[config.mk]
export PLATFORM = sky130hd
export DESIGN_NAME = sevenseg_ctrl
export DESIGN_NICKNAME = d
export VERILOG_FILES = /design/src/rtl/sevenseg_pkg.sv /design/src/rtl/sevenseg_font.sv /design/src/rtl/sevenseg_ctrl.sv
export SDC_FILE = /design/constraint.sdc
export NUM_CORES = 1
export LEC_CHECK = 0
export BUFFER_PORTS_ARGS = -buffer_cell sky130_fd_sc_hd__buf_2
export CELL_PAD_IN_SITES_DETAIL_PLACEMENT = 1
export CELL_PAD_IN_SITES_GLOBAL_PLACEMENT = 2
export CORE_ASPECT_RATIO = 1.75
export CORE_MARGIN = 2
export CORE_UTILIZATION = 32
export DETAILED_ROUTE_END_ITERATION = 12
export PLACE_DENSITY = 0.81
export SYNTH_ARGS = -nofsm -noshare
export SYNTH_HDL_FRONTEND = slang
export SYNTH_SLANG_ARGS = --single-unit
[constraint.sdc]
create_clock -name clk -period 3.1 [get_ports clk]
set_clock_uncertainty 0.2 [all_clocks]
set_input_delay 0.465 -clock clk [delete_from_list [all_inputs] [get_ports clk]]
set_output_delay 0.465 -clock clk [all_outputs]
set_load 0.02 [all_outputs]
[src/rtl/sevenseg_pkg.sv]
// sevenseg_pkg: shared definitions for the three-digit seven-segment scan
// controller.
//   - register word offsets inside the 16-byte iomem window
//   - scan FSM state encoding
//   - CTRL field positions and the CTRL reset constant
package sevenseg_pkg;

  typedef enum logic [1:0] {
    ST_IDLE  = 2'd0,
    ST_DRIVE = 2'd1,
    ST_GAP   = 2'd2
  } state_t;

  localparam logic [3:0] OFF_DATA   = 4'h0;
  localparam logic [3:0] OFF_CTRL   = 4'h4;
  localparam logic [3:0] OFF_STATUS = 4'h8;

  localparam int unsigned CTRL_EN_BIT = 0;
  localparam int unsigned CTRL_DP_LSB = 1;
  localparam int unsigned CTRL_BR_LSB = 4;

  localparam logic [31:0] CTRL_RESET = 32'h0000_00F0;

endpackage

[src/rtl/sevenseg_font.sv]
// sevenseg_font: hex digit to seven-segment pattern.
//   nibble  in  4  hex value 0-F
//   seg     out 7  active-high segments, bit0=a ... bit6=g
module sevenseg_font (
  input  logic [3:0] nibble,
  output logic [6:0] seg
);

  always_comb begin
    seg = '0;
    case (nibble)
      4'h0: seg = 7'h3F;
      4'h1: seg = 7'h06;
      4'h2: seg = 7'h5B;
      4'h3: seg = 7'h4F;
      4'h4: seg = 7'h66;
      4'h5: seg = 7'h6D;
      4'h6: seg = 7'h7D;
      4'h7: seg = 7'h07;
      4'h8: seg = 7'h7F;
      4'h9: seg = 7'h6F;
      4'hA: seg = 7'h77;
      4'hB: seg = 7'h7C;
      4'hC: seg = 7'h39;
      4'hD: seg = 7'h5E;
      4'hE: seg = 7'h79;
      4'hF: seg = 7'h71;
      default: seg = '0;
    endcase
  end

endmodule

[src/rtl/sevenseg_ctrl.sv]
// sevenseg_ctrl: memory-mapped scan controller for a three-digit
// seven-segment display on the PicoSoC iomem bus.
//   clk          in  1   system clock
//   resetn       in  1   asynchronous active-low reset
//   iomem_valid  in  1   bus request
//   iomem_ready  out 1   one-cycle acknowledge
//   iomem_wstrb  in  4   byte write strobes, 0 = read
//   iomem_addr   in  32  byte address (window decoded on [31:4])
//   iomem_wdata  in  32  write data
//   iomem_rdata  out 32  read data, valid with iomem_ready
//   ss           out 8   segments, active-low, bit7 = dp
//   ssen         out 3   digit enables, active-low, ssen[0] rightmost
// Registers: 0x0 DATA[11:0], 0x4 CTRL{bright[7:4],dp[3:1],en[0]},
//            0x8 STATUS{in_gap[2],digit[1:0]}, 0xC reserved.
// Build option: SEVENSEG_BRIGHTNESS_EN adds a per-DRIVE 4-bit phase counter
// that gates the digit enable by CTRL brightness; without it the
// brightness field is not stored and reads 0.
module sevenseg_ctrl
  import sevenseg_pkg::*;
#(
  parameter logic [31:0]  BASE_ADDR    = 32'h0300_0000,
  parameter int unsigned  DIGIT_CYCLES = 100000,
  parameter int unsigned  GAP_CYCLES   = 1000
) (
  input  logic        clk,
  input  logic        resetn,
  input  logic        iomem_valid,
  output logic        iomem_ready,
  input  logic [3:0]  iomem_wstrb,
  input  logic [31:0] iomem_addr,
  input  logic [31:0] iomem_wdata,
  output logic [31:0] iomem_rdata,
  output logic [7:0]  ss,
  output logic [2:0]  ssen
);

  localparam int unsigned CW = (DIGIT_CYCLES > 2) ? $clog2(DIGIT_CYCLES) : 1;
  localparam logic [CW-1:0] DRIVE_LAST = CW'(DIGIT_CYCLES - GAP_CYCLES - 1);
  localparam logic [CW-1:0] GAP_LAST   = CW'(GAP_CYCLES - 1);

`ifdef SEVENSEG_BRIGHTNESS_EN
  localparam logic [7:0] CTRL_WMASK = 8'hFF;
`else
  localparam logic [7:0] CTRL_WMASK = 8'h0F;
`endif

  // ---------------- bus register file ----------------
  logic        ready_q;
  logic        acked_q;
  logic [31:0] rdata_q;
  logic [11:0] data_q;
  logic [7:0]  ctrl_q;
  logic        hit;
  logic [3:0]  word_off;
  logic [31:0] rd_val;

  state_t      state_q, state_d;
  logic [1:0]  digit_q, digit_d;
  logic [CW-1:0] cnt_q, cnt_d;
  logic        load_shadow;

  logic        ctrl_en;
  logic [2:0]  ctrl_dp;

  assign ctrl_en  = ctrl_q[CTRL_EN_BIT];
  assign ctrl_dp  = ctrl_q[CTRL_DP_LSB +: 3];
  assign word_off = {iomem_addr[3:2], 2'b00};

  // acked_q holds off a second acknowledge while the master keeps valid
  // asserted after the transfer completed.
  assign hit = iomem_valid && (iomem_addr[31:4] == BASE_ADDR[31:4])
               && !ready_q && !acked_q;

  always_comb begin
    rd_val = '0;
    case (word_off)
      OFF_DATA:   rd_val = {20'd0, data_q};
      OFF_CTRL:   rd_val = {24'd0, ctrl_q};
      OFF_STATUS: rd_val = {29'd0, (state_q == ST_GAP), digit_q};
      default:    rd_val = '0;
    endcase
  end

  always_ff @(posedge clk or negedge resetn) begin
    if (!resetn) begin
      ready_q <= 1'b0;
      acked_q <= 1'b0;
      rdata_q <= '0;
      data_q  <= '0;
      ctrl_q  <= CTRL_RESET[7:0] & CTRL_WMASK;
    end else begin
      ready_q <= hit;
      acked_q <= iomem_valid && (acked_q || hit);
      rdata_q <= hit ? rd_val : '0;
      if (hit && (iomem_wstrb != 4'b0000)) begin
        if (word_off == OFF_DATA) begin
          if (iomem_wstrb[0]) data_q[7:0]  <= iomem_wdata[7:0];
          if (iomem_wstrb[1]) data_q[11:8] <= iomem_wdata[11:8];
        end else if (word_off == OFF_CTRL) begin
          if (iomem_wstrb[0]) ctrl_q <= iomem_wdata[7:0] & CTRL_WMASK;
        end
      end
    end
  end

  assign iomem_ready = ready_q;
  assign iomem_rdata = rdata_q;

  logic unused_bus;
  assign unused_bus = ^{iomem_wdata[31:12], iomem_wstrb[3:2], iomem_addr[1:0]};

  // ---------------- scan FSM ----------------
  always_ff @(posedge clk or negedge resetn) begin
    if (!resetn) begin
      state_q <= ST_IDLE;
      digit_q <= '0;
      cnt_q   <= '0;
    end else begin
      state_q <= state_d;
      digit_q <= digit_d;
      cnt_q   <= cnt_d;
    end
  end

  always_comb begin
    state_d     = state_q;
    digit_d     = digit_q;
    cnt_d       = cnt_q + 1'b1;
    load_shadow = 1'b0;
    if (!ctrl_en) begin
      state_d = ST_IDLE;
      digit_d = '0;
      cnt_d   = '0;
    end else begin
      case (state_q)
        ST_IDLE: begin
          state_d     = ST_DRIVE;
          digit_d     = '0;
          cnt_d       = '0;
          load_shadow = 1'b1;
        end
        ST_DRIVE: begin
          if (cnt_q == DRIVE_LAST) begin
            state_d = ST_GAP;
            cnt_d   = '0;
          end
        end
        ST_GAP: begin
          if (cnt_q == GAP_LAST) begin
            state_d = ST_DRIVE;
            cnt_d   = '0;
            if (digit_q == 2'd2) begin
              digit_d     = '0;
              load_shadow = 1'b1;
            end else begin
              digit_d = digit_q + 1'b1;
            end
          end
        end
        default: begin
          state_d = ST_IDLE;
          digit_d = '0;
          cnt_d   = '0;
        end
      endcase
    end
  end

  // Shadow copy taken only on digit-0 DRIVE entry so a frame never mixes
  // two DATA writes.
  logic [11:0] shadow_data;
  logic [2:0]  shadow_dp;

  always_ff @(posedge clk or negedge resetn) begin
    if (!resetn) begin
      shadow_data <= '0;
      shadow_dp   <= '0;
    end else if (load_shadow) begin
      shadow_data <= data_q;
      shadow_dp   <= ctrl_dp;
    end
  end

  // ---------------- brightness phase ----------------
  logic lit;

`ifdef SEVENSEG_BRIGHTNESS_EN
  logic [3:0] phase_q;

  always_ff @(posedge clk or negedge resetn) begin
    if (!resetn)
      phase_q <= '0;
    else if (state_d == ST_DRIVE && state_q == ST_DRIVE)
      phase_q <= phase_q + 1'b1;
    else
      phase_q <= '0;
  end

  assign lit = (state_q == ST_DRIVE) && (phase_q <= ctrl_q[CTRL_BR_LSB +: 4]);
`else
  assign lit = (state_q == ST_DRIVE);
`endif

  // ---------------- output stage ----------------
  logic [3:0] nibble;
  logic       dp_sel;
  logic [6:0] seg;

  always_comb begin
    nibble = shadow_data[3:0];
    dp_sel = shadow_dp[0];
    case (digit_q)
      2'd1: begin
        nibble = shadow_data[7:4];
        dp_sel = shadow_dp[1];
      end
      2'd2: begin
        nibble = shadow_data[11:8];
        dp_sel = shadow_dp[2];
      end
      default: begin
        nibble = shadow_data[3:0];
        dp_sel = shadow_dp[0];
      end
    endcase
  end

  sevenseg_font u_font (
    .nibble (nibble),
    .seg    (seg)
  );

  // Pins register the decoded current state; clearing enable forces blank
  // on the very next edge instead of waiting for the FSM to reach IDLE.
  always_ff @(posedge clk or negedge resetn) begin
    if (!resetn) begin
      ss   <= '1;
      ssen <= '1;
    end else if (!ctrl_en || state_q != ST_DRIVE) begin
      ss   <= '1;
      ssen <= '1;
    end else begin
      ss   <= ~{dp_sel, seg};
      ssen <= lit ? ~(3'b001 << digit_q) : 3'b111;
    end
  end

endmodule

After elaboration in Yosys (flattened, before gate mapping)

Memories as Yosys holds them, arrays and structs flattened.
Index checks and enable logic that the tools add are counted.

Output and inout bits: 44
Input bits: 71
Word-level logic and storage cells: 74
Flip-flop bits (word level): 97
Bits in read-only memories: 112
Memories kept: 1

Memory list:

| name            | words | bits a word | read ports | clocked after Yosys merged registers in | wr ports | line                | source |
|---|---|---|---|---|---|---|---|
| (no name shown) | 16    | 7           | 1          | 0                                       | 0        | sevenseg_font.sv:11 | `case (nibble)` |

Reduce and logical (&&, ||, !) cells: 18
$add $sub $neg: 2
Mux-type cells: 23
Equality and inequality tests: 13
Bitwise logic cells: 3
Shift operators: 1

Operators with widths:

| kind                  | count |
|---|---|
| $mux 17               | 3 |
| $pmux 12 s3           | 1 |
| $pmux 17 s2           | 1 |
| $mux 32               | 1 |
| $eq 28x22->1 const B  | 1 |
| $add 17x1->17 const B | 1 |
| $eq 17x10->1 const B  | 1 |
| $eq 17x17->1 const B  | 1 |
| $mux 2                | 6 |
| $mux 8                | 1 |
| $not 8->8             | 1 |
| $pmux 4 s2            | 1 |
| $eq 2x1->1 const B    | 3 |
| $eq 2x2->1 const B    | 3 |
| $mux 3                | 2 |
| $ne 3x2->1 const B    | 2 |
| $pmux 2 s3            | 1 |
| $reduce_and 3->1      | 2 |
| $logic_and 1x1->1     | 5 |
| $logic_not 4->1       | 1 |
| $pmux 1 s2            | 2 |
| $pmux 2 s2            | 1 |
| $reduce_and 2->1      | 2 |
| $reduce_and 4->1      | 1 |
| 11 further kinds      | 16 |

Logic depth before layout (Yosys ltp)

Gate-level depths: netlist (run 1).

Depth after elaboration: 6
Depth in mapped cells: 10
Mapped depth without buffers: 10

Hierarchy

From an unflattened synthesis (run 1), not the netlist that was laid out.

Cells, all modules: 330
Area, all modules: 3816.2 sq um

By module, submodules not included:

| module        | instances | seq. area each (sq um) | cells an instance | area each (sq um) |
|---|---|---|---|---|
| sevenseg_ctrl | 1         | 1940.6                 | 297               | 3528.4 |
| sevenseg_font | 1         | 0.0                    | 33                | 287.8 |

Worst setup path after synthesis (run 1)

OpenSTA, ideal clock, no wires.

Path type: register to register
From: register digit_q[0]
To: register ss[6]
Setup time: 0.083 ns
Setup slack: 0.548 ns
Data required time: 2.817 ns
Data arrival time: 2.268 ns
Buffers on the path: 1
Period minus slack after synthesis: 2.552 ns
Cell stages (with the launch flop): 10
Cell sequence: dfrtp_1 inv_1 ha_1 clkbuf_1 o21ai_0 inv_1 ha_1 nand2_1 o21ai_0 a221o_1

Cells in the longest elaborated chain, start to end: 5
Elaborated cells between the ends (all ways): 6
Classes of those cells: eq/ne: 2; mux: 2; bitwise: 1; memory: 1

RTL lines:

| item                                            | line                 | source |
|---|---|---|
| from (decl)                                     | sevenseg_ctrl.sv:58  | `logic [1:0] digit_q, digit_d;` |
| from (signal assigned)                          | sevenseg_ctrl.sv:120 | `digit_q <= digit_d;` |
| $eq 2x2->1 / $eq 2x1->1 (equally long branches) | sevenseg_ctrl.sv:212 | `case (digit_q)` |
| $pmux 4 s2 *                                    | sevenseg_ctrl.sv:212 |  |
| $mem_v2 16x7 *                                  | n/a                  |  |
| $not 8->8 *                                     | sevenseg_ctrl.sv:243 | `ss <= ~{dp_sel, seg};` |
| $mux 8 *                                        | sevenseg_ctrl.sv:239 | `end else if (!ctrl_en \|\| state_q != ST_DRIVE) begin` |
| to (signal assigned)                            | sevenseg_ctrl.sv:243 |  |
| to (decl)                                       | sevenseg_ctrl.sv:33  | `output logic [7:0] ss,` |

Every way passes the cells marked *; elsewhere a longest branch is shown, timed or not.
A chain may end at the register's enable or synchronous reset.

Worst setup path after layout (run 1)

Same ends and word-level chain as after synthesis.

==> out/results.tsv, run 1 <==
metric	value	unit
outcome	completed	
design area	0.00452	sq mm
PortBufs	70	
I/O pin cnt	115	
minimum clock period	2.84	ns
post-synth top area cell	dfrtp_1	
ANT cells	0	
hold crit path type	in2async	
Post-Synthesis Cells	338	
Slew headroom	34.7	%
Non-Filler Instances	551	
Synth area leaders	dfrtp_1 (44%), dfstp_2 (7.6%), mux2_1 (6.3%)	
WL final	8.85	mm
H-tree level count	3	
Post-DRT Antenna Nets	0	
register area share after synthesis	51.3	%
CTS root buffer	clkbuf_16	
Ys Warns	0	
Die Wd	86.2	microns
min setup slack post-route	0.261	ns
cts hold-fix bufs	0	
crit path max fanout	12	
FF-to-FF Start	digit_q[0]	
Clk pin slew, worst setup/hold paths	0.06	ns
Worst R2R Setup Slack	0.26	ns
CTS tree	built	
die height	148	microns
dpl hpwl	6.67	mm
Post-CTS Setup Inserts	0	
Cell Area, Placed	0.00420	sq mm
Clock Path Buffers	2	
dpl ws	0.259	ns
Post-synth EDFFs	0	
die area	0.0127	sq mm
initial core utilization	32.7	%
via count	2741	
# resized after CTS	0	
Final GP Congestion	0.778	
DRC	0	
wire per inst	16.1	microns
Avg Cell Area, Syn	11.2	sq um
vias in the first global route	3044	
LEAKAGE	2.15	nW
WHS	0.0594	ns
1st-iter DRT viols	92	
initial antenna violation count	0	
clock buffer count from CTS	9	
Critical Path Start	digit_q[0]	
nets	497	
Cells after DPL	535	
post-synthesis cell area	0.00378	sq mm
Peak supply drop	0.000245	V
row count	52	
crit path capture type	register	
PD cells	491	mW/mm^2
TritonRoute pass-1 iters	4	
clock net sink count	77	
Final Max Slew Viols	0	
Post-synth ARST share	100	%
Clock Latency Late Sink	0.34	ns
first-pass GRT wire length	14.8	mm
total power	2.22	mW
top cell type's share of synthesized area	43.7	%
commonest non-fill, non-tap cell in the layout	buf_2	
worst slew pin tran	0.980	ns
Tcrit/Tclk final	91.6	%
Total GRT Usage	14.9	%
Worst EP arrival	2.90	ns
vias per cell	4.97	
distinct cell type count after synthesis	48	
core area	0.0116	sq mm
Area Overhead vs Synth	19.5	%
Setup Total Neg Slack	0	ns
most frequent cells in the layout	buf_2 (69), dfrtp_1 (66), nor2_1 (42), nand2_1 (21), mux2_1 (21)	
Seq cells post-synth	77	
CP required	3.16	ns
share of cells above drive strength 1	28.1	%
FMAX	0.352	GHz
GRT Residual Overflow	0	
ys flop type	dfrtp_1	
Max Cap Violations	0	
Setup CP Type	reg2reg	
CP Launch Type	register	
Final setup viols	0	
fin util	39.0	%
unrepaired setup endpoints after global routing	no	
pin count of the biggest net entering global routing	78	
Final Hold Vio Count	0	
==> cell families after synthesis <==
family	after synthesis	share of synthesized area (%)
adder cells (fa/ha/maj)	15	4.96
XOR/XNOR	15	3.47
AO/OA/AOI/OAI	38	6.78
multiplexers	38	11.1
flip-flops	77	51.3
buffers and inverters	38	5.89
other	1	0.0991
AND/OR/NAND/NOR	116	16.4
==> synthesized netlist by cell type, types with 2 or more instances <==
cell type / number
nor4b_2: 3
nand4_1: 9
nor4_1: 4
nand3_1: 6
a22oi_1: 5
inv_1: 8
o21ai_0: 5
xor2_1: 9
buf_4: 20
a221o_1: 2
buf_2: 4
nand2_1: 21
ha_1: 15
nor2_1: 42
and4_1: 2
a21oi_1: 9
and2_1: 11
a31oi_1: 3
mux2_2: 10
nor4b_1: 2
o22ai_1: 3
nor3_1: 4
dfrtp_1: 66
clkbuf_1: 5
mux2i_1: 7
mux2_1: 21
dfstp_2: 11
xnor2_1: 6
and3_1: 5
a21o_1: 2
==> area by class of cell <==
cell class | count | area [sq um]
Clock buffer | 10 | 229
Sequential cell | 77 | 1940
Clock inverter | 6 | 87.6
Inverter | 9 | 33.8
Tap cell | 135 | 169
Fill cell | 1322 | 7060
Multi-Input combinational cell | 242 | 1690
Timing Repair Buffer | 72 | 368
==> worst max-delay path, stage by stage (launching register included) <==
cell and delay (ns):
dfrtp_1 0.39, inv_1 0.12, ha_1 0.45, o21ai_0 0.63, inv_1 0.14, ha_1 0.27
nand2_1 0.09, o21ai_0 0.10, a221o_1 0.38
==> power by group <==
| part | switching, mW | internal (mW) | total (mW) | leakage [nW] |
|---|---|---|---|---|
| Combinational | 0.0549 | 0.0252 | 0.0801 | 0.960 |
| Sequential | 0.00000000376 | 1.01 | 1.01 | 1.04 |
| Clock | 0.428 | 0.705 | 1.13 | 0.156 |
| Total | 0.483 | 1.74 | 2.22 | 2.15 |
==> path summary, 6_finish.rpt <==
path,end,cells past startpoint
setup reg to reg,ss[6],8
hold / removal,iomem_rdata[10],1
hold reg to reg,ss[7],1
max in group asynchronous,cnt_q[7],1
min in group clk,data_q[6],2
setup / recovery,ss[6],8
==> registers in the layout (all words and copies together) (netlist names) <==
name and cells:
shadow_dp 3, state_q 2, digit_q 2, cnt_q 17, ctrl_q 4, shadow_data 12
data_q 12, ss 8, ssen 3, iomem_rdata 12, iomem_ready 1, acked_q 1
==> per-layer routing <==
layer	vias up	global-route usage [%]	part of all wire [%]
met3	16	2.96	3.9
met5	-	0	0
met4	0	7.66	2.8
met1	1367	15.0	36
li1	1284	-	-
met2	74	28.2	57
No activity file was read; power rests on OpenSTA's default activity.
==> run 2, diff against run 1 <==
--- a/config.mk
+++ b/config.mk
@@ -8,9 +8,10 @@
 export BUFFER_PORTS_ARGS = -buffer_cell sky130_fd_sc_hd__buf_2
 export CELL_PAD_IN_SITES_DETAIL_PLACEMENT = 1
 export CELL_PAD_IN_SITES_GLOBAL_PLACEMENT = 2
-export CORE_ASPECT_RATIO = 1.75
+export CORE_ASPECT_RATIO = 1.5
 export CORE_MARGIN = 2
 export CORE_UTILIZATION = 32
+export CTS_BUF_LIST = sky130_fd_sc_hd__clkbuf_8 sky130_fd_sc_hd__clkbuf_16
 export DETAILED_ROUTE_END_ITERATION = 12
 export PLACE_DENSITY = 0.81
 export SYNTH_ARGS = -nofsm -noshare
==> run 2 against run 1 <==
  * Power shrank 5.5%
  * Setup slack improved by 0.0080 ns
  * Cell count grew 2.9%
  * Clock power down 11%
  * Flip-flop and latch count did not move
  * Critical path depth unchanged
  * Count of clock-buffer cells in the layout fell by 1
  * Hold slack better by 0.026 ns
  * Combinational power about the same
  * Utilization up 0.18 points
  * Die area decreased by 0.13%
  * Largest cell class unchanged
==> out/results.tsv, run 2 (synthesized netlist as in run 1, its figures left out) <==
metric	value	unit	change
outcome	completed		
Final GP Congestion	0.796		+2.4%
initial core utilization	32.8	%	+0.14 points
PD cells	464	mW/mm^2	-5.5%
Slew headroom	37.1	%	+2.4 points
CTS tree	built		
row count	48		-7.7%
pin count of the biggest net entering global routing	78		unchanged
Critical Path Start	digit_q[1]		
Post-DRT Antenna Nets	0		unchanged
Final setup viols	0		unchanged
Total GRT Usage	14.5	%	-0.46 points
Cell Area, Placed	0.00423	sq mm	+0.63%
Worst EP arrival	2.88	ns	-0.02 ns
Die Wd	92.8	microns	+7.6%
share of cells above drive strength 1	28.5	%	+0.41 points
GRT Residual Overflow	0		unchanged
Tcrit/Tclk final	91.3	%	-0.26 points
initial antenna violation count	0		unchanged
vias per cell	4.77		-4.1%
TritonRoute pass-1 iters	4		unchanged
cts hold-fix bufs	0		unchanged
dpl hpwl	6.66	mm	-0.17%
CP required	3.15	ns	about the same
crit path max fanout	12		unchanged
WL final	8.60	mm	-2.9%
I/O pin cnt	115		unchanged
stages on the worst setup path	8		unchanged
design area	0.00452	sq mm	about the same
1st-iter DRT viols	62		-33%
# resized after CTS	0		unchanged
Clock Path Buffers	2		unchanged
first-pass GRT wire length	14.2	mm	-4.0%
Max Cap Violations	0		unchanged
crit path capture type	register		
Clk pin slew, worst setup/hold paths	0.06	ns	about the same
FF-to-FF Start	digit_q[1]		
via count	2706		-1.3%
die area	0.0127	sq mm	-0.13%
Largest register FFs	17		unchanged
Final Max Slew Viols	0		unchanged
Final Hold Vio Count	0		unchanged
cell family with most CP delay	compound AO/OA/AOI/OAI gates		
slowest stage cell, crit path	o21ai_0		
PortBufs	70		unchanged
nets	498		+0.20%
clock net sink count	77		unchanged
LEAKAGE	2.15	nW	-0.22%
FMAX	0.353	GHz	+0.28%
CP cell instances	inv_1 > ha_1 > o21ai_0 > inv_1 > ha_1 > nand2_1 > o21ai_0 > a221o_1		
minimum clock period	2.83	ns	-0.00797 ns
DRC	0		unchanged
Setup CP Type	reg2reg		
Clock Latency Late Sink	0.33	ns	about the same
CP Launch Type	register		
commonest non-fill, non-tap cell in the layout	buf_2		
H-tree level count	3		unchanged
wire per inst	15.2	microns	-5.6%
Setup Total Neg Slack	0	ns	unchanged
clock buffer count from CTS	9		unchanged
unrepaired setup endpoints after global routing	no		
vias in the first global route	2932		-3.7%
most frequent cells in the layout	buf_2 (69), dfrtp_1 (66), nor2_1 (42), nand2_1 (21), mux2_1 (21)		
hold crit path type	in2async		
buffers plus inverters on the worst setup path	2		unchanged
worst slew pin tran	0.944	ns	-0.0358 ns
Post-CTS Setup Inserts	0		unchanged
die height	137	microns	-7.2%
Area Overhead vs Synth	19.5	%	about the same
# fillers	1323		+0.076%
register bank with the most flops	cnt_q		
area of the multi-input gates	0.00169	sq mm	unchanged
core area	0.0115	sq mm	-0.43%
register area	0.00194	sq mm	unchanged
WHS	0.0852	ns	+0.0258 ns
Peak supply drop	0.000280	V	+14%
CP peak stage delay	0.67	ns	+0.04 ns
CTS root buffer	clkbuf_16		
ANT cells	0		unchanged
FF-to-FF path depth	8		unchanged
run 2: cell types whose count changed in the layout (fill, tap and decap cells not counted), sizes merged:
cell,previous run,this run
clkinv,4,5
clkbuf,10,9
buf,72,73
clkinvlp,0,1
bufinv,2,1
run 2: worst reg2reg max path, stage by stage (launching register included):
cell,delay [ns]
dfrtp_1,0.40
inv_1,0.16
ha_1,0.37
o21ai_0,0.67
inv_1,0.15
ha_1,0.25
nand2_1,0.08
o21ai_0,0.10
a221o_1,0.37
run 2: worst paths after layout:
kind | slack (ns) | to
hold / removal | 0.09 | cnt_q[15]
setup reg to reg | 0.27 | ss[6]
min in group clk | 0.15 | data_q[11]
hold reg to reg | 0.24 | ss[7]
max in group asynchronous | 2.01 | digit_q[1]
setup / recovery | 0.27 | ss[6]
run 2: layout make-up:
class	count	share of cell area [%]
clock inverter	7	1.47
multi-input combinational	242	37.4
inverter	9	0.748
sequential	77	42.9
timing repair buffer	73	8.31
clock buffer	9	4.98
tap	150	4.15
run 2: metrics by stage:
stage	power [mW]	utilization, %	worst slack, ns	std cells
floorplan	1.07	-	0.548	357
global placement	1.10	36.7	0.377	551
detailed placement	1.11	36.7	0.266	551
CTS	2.13	39.2	0.269	567
global route	2.18	39.2	0.0354	567
finish	2.10	39.2	0.269	567
run 2: report_power, final:
group          internal, mW  switching, mW
logic                0.0252         0.0552
registers              1.01  0.00000000352
clock network         0.618          0.392
run 2: layer usage:
metal / up-vias / GRT usage, % / part of all wire (%)
met5: - / 0 / 0
met3: 17 / 2.86 / 3.9
li1: 1284 / - / -
met1: 1329 / 15.9 / 40
met4: 0 / 6.62 / 2.6
met2: 76 / 26.6 / 54
